**config.mk**
```make
export PLATFORM = sky130hd
export DESIGN_NAME = pwm_bridge_gen
export DESIGN_NICKNAME = d
export VERILOG_FILES = /design/src/rtl/pwm_bridge_gen.sv
export SDC_FILE = /design/constraint.sdc
export NUM_CORES = 1
export LEC_CHECK = 0
export CAP_MARGIN = 15
export CORE_UTILIZATION = 40
export CTS_BUF_LIST = sky130_fd_sc_hd__clkbuf_16
export DETAILED_ROUTE_END_ITERATION = 8
export DONT_BUFFER_PORTS = 1
export SLEW_MARGIN = 20
export SYNTH_ARGS = -nofsm -noshare
export SYNTH_HDL_FRONTEND = slang
export SYNTH_SLANG_ARGS = --single-unit
```
**constraint.sdc**
```tcl
create_clock -name clk -period 6.5 [get_ports clk]
set_clock_uncertainty 0.2 [all_clocks]
set_input_delay 0.65 -clock clk [delete_from_list [all_inputs] [get_ports clk]]
set_output_delay 0.65 -clock clk [all_outputs]
set_load 0.01 [all_outputs]
```
**src/rtl/pwm_bridge_gen.sv**
```systemverilog
// pwm_bridge_gen: multi-leg half-bridge PWM generator.
// Symmetric triangular carrier, per-leg compare flags feeding saturating
// dead-time integrators, and a registered gate stage selecting between
// RUN, CHECK (sequenced gate self-test), BYPASS (timed or forced) and OFF.
// Optional feature macro: PWM_SHADOW_EN -- when defined, fre/duty are
// latched into shadow registers on syn and at each carrier valley, and
// the carrier/compare/RUN logic uses only the shadow copies.
module pwm_bridge_gen #(
    parameter int CW       = 16,
    parameter int NLEG     = 2,
    parameter int DT       = 280,
    parameter int DTW      = 10,
    parameter int CHK_SLOT = 10000,
    parameter int CHK_ON   = 9500,
    parameter int BYP      = 20000
) (
    input  logic                 clk,
    input  logic                 rst,
    input  logic                 syn,
    input  logic                 start,
    input  logic                 check,
    input  logic                 pass,
    input  logic [CW-1:0]        fre,
    input  logic [NLEG*CW-1:0]   duty,
    input  logic                 fault,
    input  logic [NLEG-1:0]      leg_fault,
    input  logic [2*NLEG-1:0]    col,
    output logic [2*NLEG-1:0]    gate,
    output logic [CW-1:0]        comp_tri,
    output logic                 dir,
    output logic [CW-1:0]        check_data
);

    localparam int BW = $clog2(BYP + 1);

    localparam logic [CW-1:0]  ONE     = CW'(1);
    localparam logic [CW-1:0]  CHK_SAT = CW'(2 * NLEG * CHK_SLOT);
    localparam logic [DTW-1:0] DT_MAX  = DTW'(DT);
    localparam logic [DTW-1:0] DT_ONE  = DTW'(1);
    localparam logic [BW-1:0]  BYP_MAX = BW'(BYP);
    localparam logic [BW-1:0]  BYP_ONE = BW'(1);

    typedef enum logic [1:0] {
        MODE_OFF,
        MODE_RUN,
        MODE_CHECK,
        MODE_BYPASS
    } mode_t;

    logic [CW-1:0]      fre_eff;
    logic [NLEG*CW-1:0] duty_eff;
    logic [CW-1:0]      duty_w [NLEG];
    logic [CW-1:0]      fre_half;
    logic [CW-1:0]      tri_half;
    logic [NLEG-1:0]    pa;
    logic [DTW-1:0]     dcnt [NLEG];
    logic [BW-1:0]      byp_cnt;
    logic               byp_active;
    logic               duty_all_nz;
    mode_t              mode;
    logic [2*NLEG-1:0]  gate_nxt;

`ifdef PWM_SHADOW_EN
    logic [CW-1:0]      fre_sh;
    logic [NLEG*CW-1:0] duty_sh;

    // Shadow load on resync or at the valley turn of the carrier
    always_ff @(posedge clk or posedge rst) begin
        if (rst) begin
            fre_sh  <= '0;
            duty_sh <= '0;
        end else if (syn || (!dir && comp_tri == '0)) begin
            fre_sh  <= fre;
            duty_sh <= duty;
        end
    end

    assign fre_eff  = fre_sh;
    assign duty_eff = duty_sh;
`else
    assign fre_eff  = fre;
    assign duty_eff = duty;
`endif

    // Split the packed duty bus into per-leg compare words
    always_comb begin
        for (int unsigned i = 0; i < NLEG; i++) begin
            duty_w[i] = duty_eff[i*CW +: CW];
        end
    end

    // Compare operands: half carrier peak and half carrier count
    always_comb begin
        fre_half = fre_eff >> 1;
        tri_half = comp_tri >> 1;
    end

    // Triangular carrier: 0 -> fre -> 0, resync forces restart at 0 going up
    always_ff @(posedge clk or posedge rst) begin
        if (rst) begin
            comp_tri <= '0;
            dir      <= 1'b1;
        end else if (syn || fre_eff == '0) begin
            comp_tri <= '0;
            dir      <= 1'b1;
        end else if (dir) begin
            if (comp_tri == fre_eff) begin
                dir      <= 1'b0;
                comp_tri <= fre_eff - ONE;
            end else begin
                comp_tri <= comp_tri + ONE;
            end
        end else begin
            if (comp_tri == '0) begin
                dir      <= 1'b1;
                comp_tri <= ONE;
            end else begin
                comp_tri <= comp_tri - ONE;
            end
        end
    end

    // Per-leg compare flag: set on the up slope, cleared on the down slope
    always_ff @(posedge clk or posedge rst) begin
        if (rst) begin
            pa <= '0;
        end else begin
            for (int unsigned i = 0; i < NLEG; i++) begin
                if (duty_w[i] >= fre_half) begin
                    pa[i] <= 1'b0;
                end else if (dir && tri_half > duty_w[i]) begin
                    pa[i] <= 1'b1;
                end else if (!dir && tri_half < duty_w[i]) begin
                    pa[i] <= 1'b0;
                end
            end
        end
    end

    // Dead-time integrators, saturating at 0 and DT, running in every mode
    always_ff @(posedge clk or posedge rst) begin
        if (rst) begin
            for (int unsigned i = 0; i < NLEG; i++) begin
                dcnt[i] <= '0;
            end
        end else begin
            for (int unsigned i = 0; i < NLEG; i++) begin
                if (pa[i]) begin
                    if (dcnt[i] != DT_MAX) begin
                        dcnt[i] <= dcnt[i] + DT_ONE;
                    end
                end else if (dcnt[i] != '0) begin
                    dcnt[i] <= dcnt[i] - DT_ONE;
                end
            end
        end
    end

    // Self-check timer: counts while check is held, saturates at the last slot end
    always_ff @(posedge clk or posedge rst) begin
        if (rst) begin
            check_data <= '0;
        end else if (!check) begin
            check_data <= '0;
        end else if (check_data != CHK_SAT) begin
            check_data <= check_data + ONE;
        end
    end

    // Bypass timer: counts while fault is held, saturates at BYP
    always_ff @(posedge clk or posedge rst) begin
        if (rst) begin
            byp_cnt <= '0;
        end else if (!fault) begin
            byp_cnt <= '0;
        end else if (byp_cnt != BYP_MAX) begin
            byp_cnt <= byp_cnt + BYP_ONE;
        end
    end

    // Mode selection in priority order RUN > CHECK > BYPASS > OFF
    always_comb begin
        duty_all_nz = 1'b1;
        for (int unsigned i = 0; i < NLEG; i++) begin
            if (duty_w[i] == '0) begin
                duty_all_nz = 1'b0;
            end
        end
        byp_active = pass || (byp_cnt != '0 && byp_cnt < BYP_MAX);
        if (start && duty_all_nz) begin
            mode = MODE_RUN;
        end else if (check) begin
            mode = MODE_CHECK;
        end else if (byp_active) begin
            mode = MODE_BYPASS;
        end else begin
            mode = MODE_OFF;
        end
    end

    // Next gate pattern for the selected mode
    always_comb begin
        logic any_leg_fault;
        logic lower_ready;
        logic upper_ready;
        logic [CW-1:0] slot_lo;
        logic [CW-1:0] slot_hi;

        gate_nxt      = '0;
        any_leg_fault = |leg_fault;
        lower_ready   = 1'b1;
        upper_ready   = 1'b1;
        slot_lo       = '0;
        slot_hi       = '0;
        for (int unsigned i = 0; i < NLEG; i++) begin
            if (!col[2*i])   upper_ready = 1'b0;
            if (!col[2*i+1]) lower_ready = 1'b0;
        end

        case (mode)
            MODE_RUN: begin
                for (int unsigned i = 0; i < NLEG; i++) begin
                    gate_nxt[2*i]   = (dcnt[i] == DT_MAX);
                    gate_nxt[2*i+1] = (dcnt[i] == '0);
                end
            end
            MODE_CHECK: begin
                for (int unsigned k = 0; k < 2*NLEG; k++) begin
                    slot_lo = CW'(k * CHK_SLOT);
                    slot_hi = CW'(k * CHK_SLOT + CHK_ON);
                    gate_nxt[k] = (check_data >= slot_lo) && (check_data <= slot_hi)
                                  && col[k ^ 1];
                end
            end
            MODE_BYPASS: begin
                for (int unsigned i = 0; i < NLEG; i++) begin
                    if (!any_leg_fault && lower_ready) begin
                        gate_nxt[2*i] = 1'b1;
                    end else begin
                        gate_nxt[2*i+1] = !any_leg_fault && upper_ready;
                    end
                end
            end
            default: begin
                gate_nxt = '0;
            end
        endcase
    end

    // Registered gate drive; async reset drops every gate at once
    always_ff @(posedge clk or posedge rst) begin
        if (rst) begin
            gate <= '0;
        end else begin
            gate <= gate_nxt;
        end
    end

endmodule
```
==> reports/metrics.yaml <==
clock_tree:
  clk_latency_ps: 350
  maximum_buffer_depth_of_the_clock_tree: 2
  tritoncts: "done"
  cts-hold-fix-buffers: 0
  post_cts_resize_count: 0
  cts_num_sinks: 74
  htree_levels: 3
  post-cts-setup-buffers: 0
  cts_root_buf: "sky130_fd_sc_hd__clkbuf_16"
  cts-buffers-inserted: 9
  path_clk_slew_ps: 60
timing:
  final_period_minus_worst_setup_slack_ps: 3152
  timing_max_transition_violations_final: 0
  post-route-period-util: 0.4849
  worst-slew-pin-transition_ps: 889.5
  hold_ws_ps: 172.0
  fin_setup_tns_ps: 0
  rsz0062_at_grt: "no"
  timing.slew.headroom: 0.4057
  max_clock_freq_mhz: 317.3
  final_hold_fails: 0
  setup_viol_count_final: 0
routing:
  routed-via-count: 5946
  detailedRoute.firstPassIterationCount: 4
  post_drt_via_cell_ratio: 5.690
  ant_nets: 0
  drt-wirelength-per-cell_um: 17.99
  total_routed_length_um: 18800
  post_route_drc_violation_count: 0
  number_of_drc_markers_after_the_initial_detailed_route_iteration: 281
worst_setup_path:
  worst_ep_arrival_time_ps: 3150
  path_max_fanout: 27
  timing_worst_setup_path_type: "reg2reg"
  crit_required_ps: 6500
  worstSetupStartpointType: "flop"
  r2r_slack_ps: 3350
  crit_path_end_kind: "flop"
power:
  peakVddDrop_mv: 0.2064
  p_leak_nw: 3.486
  cellPowerDensity_nw_per_um2: 229.8
grt:
  grt_antenna_before_repair: 0
  global_route.overflow_total: 0
  grt_pass1_wl_um: 30220
  grt_max_degree: 75
  grtUsageTotal: 0.2121
  grt_pass1_vias: 5741
floorplanning:
  initial_utilization: 0.4099
  floorplan.die_area_sq_um: 18320
  boundaryPins: 98
  floorplan.rows: 48
  core_area_sq_um: 17360
  floorplan.die.width_um: 135.4
  die_y_um: 135.4
synth:
  async_flop_share: 1.000
  syn-instance-count: 838
  synth_fp_nets: 986
  synth_area_sq_um: 7114
  yosysWarningCount: 0
  synth.area.top_cells: "sky130_fd_sc_hd__dfrtp_1 26%, sky130_fd_sc_hd__ha_1 15%, sky130_fd_sc_hd__xnor2_1 6.5%"
  synth_edf_count: 0
  syn_area_per_cell_sq_um: 8.490
  ys_seq_area_frac: 0.2605
  post-synth-top-area-cell: "sky130_fd_sc_hd__dfrtp_1"
  synth_flop_cell: "sky130_fd_sc_hd__dfrtp_1"
  top_area_cell_type_share_of_the_netlist_area: 0.2568
  ys_seq_elements: 74
  synthDistinctLibCells: 71
place:
  dp_hpwl_um: 14440
  io_buffer_count: 0
  finalWeightedCongestion: 0.9123
  post-place-cells: 1029
cells_and_area:
  fin_cells: 1045
  design.final.nets: 963
  syn_to_final_growth_pct: 5.839
  layout_cell_share_with_drive_strength_beyond_1: 0.04878
  n_diodes: 0
  layout.core_utilization: 0.4338
outcome:
  outcome: "finished, final reports clean"
hold_path:
  hp-class: "in2async"
job:
  maxCapViolCount: 0
## stage by stage
step           worst slack, ps  area [sq um]  total power, mW
2_1_floorplan             3770          7114            1.104
3_3_place_gp              3441          7224            1.214
3_5_place_dp              3400          7224            1.223
4_1_cts                   3358          7526            1.752
5_1_grt                   3125          7530            1.863
6_report                  3348          7530            1.731
## synth_stat cells (all sizes together), types with 8 or more instances
library cell / instances
a211oi: 15
a21o: 22
a21oi: 46
and2: 27
and3: 9
buf: 16
clkbuf: 19
dfrtp: 73
ha: 85
inv: 71
mux2i: 10
nand2: 48
nand3: 33
nand4: 23
nor2: 58
nor2b: 8
nor3: 24
nor4: 29
o211ai: 8
o21a: 8
o21ai: 26
xnor2: 53
xor2: 38
## where the power goes
part	internal (mW)	switching (mW)	leakage [nW]
Clock	0.300	0.212	0.142
Sequential	0.537	0.0714	0.977
Combinational	0.290	0.321	2.37
Total	1.13	0.604	3.49
## layout make-up
class,instances,area [sq um]
Fill cell,1730,9827
Multi-Input combinational cell,658,4815
Sequential cell,74,1853
Tap cell,225,281.5
Inverter,71,267.8
Clock buffer,9,225.2
Clock inverter,7,76.32
Timing Repair Buffer,1,11.26
## worst max-delay path, stage by stage, from the launching register on
cell,delay (ps)
sky130_fd_sc_hd__dfrtp_1,740
sky130_fd_sc_hd__xor2_1,140
sky130_fd_sc_hd__nor4_1,420
sky130_fd_sc_hd__nand4_2,690
sky130_fd_sc_hd__or3_1,600
sky130_fd_sc_hd__a31oi_1,160
sky130_fd_sc_hd__nor2_1,50
## final timing paths
check / startpoint / end / cells after the start
worst max-delay path: comp_tri[9] / comp_tri[3] / 6
worst min-delay path: rst / check_data[1] / 2
worst max register to register: comp_tri[9] / comp_tri[3] / 6
min in group clk: check / check_data[14] / 1
max in group asynchronous: rst / comp_tri[9] / 2
worst min register to register: dcnt[9] / dcnt[9] / 1
## metal layers
metal	GRT usage	part of all wire	vias up
met5	0	0	-
met2	0.3325	0.44	146
met3	0.05051	0.063	27
met1	0.2863	0.47	2809
met4	0.06554	0.021	0
li1	-	-	2964
## cell usage in the layout (no fill, tap or decap), drive strengths merged, types with 26 or more instances in the layout
master,netlist,final
a21oi,46,46
and2,27,27
dfrtp,73,73
ha,85,85
inv,71,72
nand2,48,48
nand3,33,33
nor2,58,58
nor4,29,29
o21ai,26,26
xnor2,53,53
xor2,38,38
## kinds of logic (layout without fill, tap and decap cells)
logic type / after synthesis / count (layout) / synth area share
AO/OA/AOI/OAI: 167 / 167 / 0.1583
buffers and inverters: 106 / 88 / 0.06278
AND/OR/NAND/NOR: 302 / 302 / 0.2357
adder cells (fa/ha/maj): 87 / 87 / 0.1551
flip-flops: 74 / 74 / 0.2605
XOR/XNOR: 91 / 91 / 0.1120
multiplexers: 11 / 11 / 0.01565
## registers in the layout, indices dropped and copies added, names as in the netlist
name        cells
dir             1
dcnt           20
comp_tri       16
gate            4
check_data     16
pa              2
byp_cnt        15
(Power assumes the default switching activity.)
==> RTL edit 1 (config.mk and constraints unchanged) <==
Build with the macro `PWM_SHADOW_EN` defined.
--- a/src/rtl/pwm_bridge_gen.sv
+++ b/src/rtl/pwm_bridge_gen.sv
@@ -7,2 +7,4 @@
 // the carrier/compare/RUN logic uses only the shadow copies.
+`define PWM_SHADOW_EN
+
 module pwm_bridge_gen #(
Function: changed (Yosys sat finds a counterexample within 4 cycles, from zero or initial values and one cycle with rst high).
==> RTL edit 1 against the original RTL <==
Area after synthesis increased by 26%; routed wire length increased by 21%; worst hold slack got worse by 150 ps; sequential cell count increased by 48; setup slack improved by 23 ps; via count increased by 15%; cell area increased by 29%; power increased by 56%.
==> RTL edit 1: results <==
metrics = {
    "placement": {
        "gp_congestion": 0.893,
        "placed_area_um2": 9140,
        "dp_worst_setup_slack_ps": 3390,
        "dp_hpwl_mm": 17.0,
        "dp.cells": 1195,
        "io_buffers": 0,
    },
    "global_route": {
        "grt_pass1_wl_mm": 36.8,
        "grtUsageTotal_pct": 21.0,
        "antenna_found_initial": 2,
        "grt_max_degree": 66,
        "grt_pass1_vias": 6512,
    },
    "power": {
        "vdd_ir_drop_max_uv": 159,
        "p_leak_nw": 4.46,
    },
    "clocking": {
        "cts_inserted_buffers": 17,
        "h-tree-depth": 4,
        "clockRootBuffer": "clkbuf_16",
        "clk_pin_slew_ps": 60,
        "cts-resized-gates": 0,
        "postCtsSetupBuffers": 0,
        "clock_path_buffers": 2,
        "clock_latency_ps": 430,
    },
    "finish": {
        "largest_register_ffs": 32,
        "drive_gt1_share_pct": 10.0,
        "finalNetCount": 1082,
    },
    "logic_synthesis": {
        "syn_area_per_cell_um2": 9.36,
        "seq_area_frac_synth_pct": 34.1,
        "synthDistinctLibCells": 66,
        "synth_flop_cell": "dfrtp_1",
        "synth_area_leaders": "dfrtp_1 34%, ha_1 12%, xnor2_1 4.6%",
        "synth-async-reset-ratio_pct": 100,
        "yosys_warnings": 0,
        "synthTopCellsByCount": "121 x dfrtp_1, 85 x ha_1, 67 x nor2_1, 65 x inv_1, 52 x nand2_1",
    },
    "detailed_routing": {
        "drtIter0Drc": 548,
        "first_pass_iters": 4,
        "wl_per_cell_um": 18.5,
        "finalWirelength_mm": 22.8,
        "routed_via_density": 5.57,
    },
    "timing": {
        "worstMarginPinSlew_ps": 947,
        "hold_viol_final": 0,
    },
    "setup_path": {
        "cp.arrival_ps": 3230,
        "crit_path_max_fanout": 48,
    },
    "run_status": {
        "status": "finished clean",
    },
    "hold_path": {
        "hold_class": "primary input to async pin",
    },
}
RTL edit 1: worst max-delay path: stages (launching register included):
cell     delay [ps]
dfrtp_1         600
or4_4           650
nor4_4          380
nand3_2         170
nor2_1          210
nor2_4           40
buf_4           350
mux2_4          390
RTL edit 1: cell type report:
cell class	instances	area (um^2)
Fill cell	2153	12200
Multi-Input combinational cell	725	5470
Sequential cell	122	3050
Clock buffer	17	425
Tap cell	280	350
Inverter	65	246
Clock inverter	15	165
Timing Repair Buffer	3	22.5
Antenna cell	2	5.00
RTL edit 1: path summary, 6_finish.rpt:
check	startpoint	end	slack (ps)	depth (start not counted)
max	comp_tri[4]	duty_eff[24]	3370	7
min	rst	check_data[7]	20	1
max reg2reg	comp_tri[4]	duty_eff[24]	3370	7
min reg2reg	dcnt[19]	dcnt[19]	280	1
max in group asynchronous	rst	fre_eff[11]	4770	2
min in group clk	fault	byp_cnt[13]	140	1
RTL edit 1: kinds of logic after synthesis:
| group | Yosys count | synth area share (%) |
|---|---|---|
| fa+ha+maj | 87 | 12.3 |
| simple gates | 330 | 19.8 |
| buf+inv | 111 | 5.08 |
| flops | 122 | 34.1 |
| mux | 56 | 7.77 |
| xor+xnor | 93 | 9.08 |
| compound gates | 159 | 11.9 |
RTL edit 1: power by group:
group / internal (mW) / switching, mW
Sequential: 0.868 / 0.124
Clock: 0.571 / 0.387
Combinational: 0.355 / 0.399
Total: 1.79 / 0.910
RTL edit 1: routing by layer:
| metal | global-route usage [%] | routed length, um | part of all wire (%) |
|---|---|---|---|
| met5 | 0 | 0 | 0 |
| met4 | 5.50 | 246 | 1.1 |
| met3 | 5.54 | 1500 | 6.6 |
| met2 | 29.3 | 9730 | 43 |
| met1 | 31.5 | 11300 | 50 |
==> RTL edit 2 (same flow settings) <==
Without the edit above. Remove the register `gate`: a continuous assignment takes its place, so the output `gate` follows one clock earlier. Comments in the files are not updated.
--- a/src/rtl/pwm_bridge_gen.sv
+++ b/src/rtl/pwm_bridge_gen.sv
@@ -250,9 +250,3 @@
     // Registered gate drive; async reset drops every gate at once
-    always_ff @(posedge clk or posedge rst) begin
-        if (rst) begin
-            gate <= '0;
-        end else begin
-            gate <= gate_nxt;
-        end
-    end
+    assign gate = gate_nxt;
 
Behaviour: not the same (Yosys sat finds a counterexample within 4 cycles, from zero or initial values and one cycle with rst high).
==> RTL edit 2 against the original RTL <==
Via count grew 2.5%; sequential power decreased by 4.8%; sequential cell count shrank 4; routed wire length up 2.4%; cell count unchanged; power fell by 2.8%; cell area is 1.7% lower; core utilization increased by 0.63 points; combinational power shrank 2%; clock power decreased by 0.8%; area after synthesis down 2.0%; count of clock-buffer cells in the layout stayed put; setup slack worse by 170 ps; critical path type is now register to output pin; largest cell class unchanged; largest power group unchanged; highest routed layer unchanged.
==> RTL edit 2: results <==
metrics = {
    "setup_path": {
        "cp.arrival_ps": 2470,
        "r2r_slack_ps": 3710,
        "setup.worst_path.end": "gate[1]",
        "r2r_start": "comp_tri[14]",
        "crit_path_max_fanout": 10,
    },
    "logic_synthesis": {
        "synth_area_leaders": "dfrtp_1 25%, ha_1 15%, xnor2_1 6.0%",
        "synthAdderAreaFrac_pct": 15.8,
        "synthTopCellsByCount": "85 x ha_1, 69 x dfrtp_1, 64 x inv_1, 52 x nand2_1, 52 x nor2_1",
        "synth_compound_area_share_pct": 16.8,
        "synthDistinctLibCells": 68,
        "syn_nets": 989,
        "yosys.area_share.xor_xnor_pct": 11.1,
        "muxShareOfSynthArea_pct": 2.31,
        "syn_area_per_cell_um2": 8.29,
    },
    "power": {
        "p_leak_nw": 3.43,
        "vdd_ir_drop_max_uv": 154,
    },
    "global_route": {
        "grt_pass1_wl_mm": 31.3,
        "grt_pass1_vias": 5927,
        "met1_usage_pct": 29.7,
    },
    "finish": {
        "nFillCells": 1729,
        "drive_gt1_share_pct": 3.64,
    },
    "run_status": {
        "status": "finished clean",
    },
    "detailed_routing": {
        "drtIter0Drc": 252,
    },
    "hold_path": {
        "hold_class": "primary input to register",
    },
    "timing": {
        "worstMarginPinSlew_ps": 1080,
    },
}
-- RTL edit 2: area by class of cell --
type                            instances  area, um^2  share of cell area [%]
Clock buffer                            9         225                    3.04
Clock inverter                          7        72.6                   0.980
Inverter                               64         240                    3.25
Multi-Input combinational cell        673        4810                    65.0
Sequential cell                        70        1750                    23.7
Tap cell                              220         275                    3.72
Timing Repair Buffer                    2        22.5                   0.304
-- RTL edit 2: how the worst min path moves through the flow --
stage                               end  cells past startpoint
final                        byp_cnt[2]                      1
after global routing        byp_cnt[12]                      1
after CTS                 check_data[2]                      1
after detailed placement       dcnt[19]                      1
after global placement         dcnt[19]                      1
after floorplan                dcnt[19]                      1
-- RTL edit 2: per-layer routing --
layer	up-vias	part of all wire, %	wire (um)
met5	-	0	0
met4	0	2.1	412
met3	33	6.8	1300
met2	156	45	8660
met1	2919	46	8880
li1	2986	-	-
-- RTL edit 2: stage by stage --
step	cell area (um^2)	utilization, %	setup slack, ps
detailed placement	7090	42.2	3260
global placement	7090	42.2	3280
global route	7400	44.0	3060
floorplan	6970	-	3750
finish	7400	44.0	3180
CTS	7390	43.9	3150
-- RTL edit 2: critical path: stages (launching register included) --
cell and delay (ps):
dfrtp_1 530, nor4b_2 330, nand3_1 140, or4_1 510
a221oi_1 320, mux2i_1 110, o21ai_1 170
-- RTL edit 2: report_power, final --
part / internal, mW / switching [mW] / leakage (nW)
registers: 0.511 / 0.0686 / 0.921
clock network: 0.298 / 0.209 / 0.143
logic: 0.273 / 0.324 / 2.37
-- RTL edit 2: kinds of logic after synthesis --
family,count (synthesis)
compound gates,186
fa+ha+maj,87
buf+inv,98
simple gates,296
mux,16
xor+xnor,88
flops,70
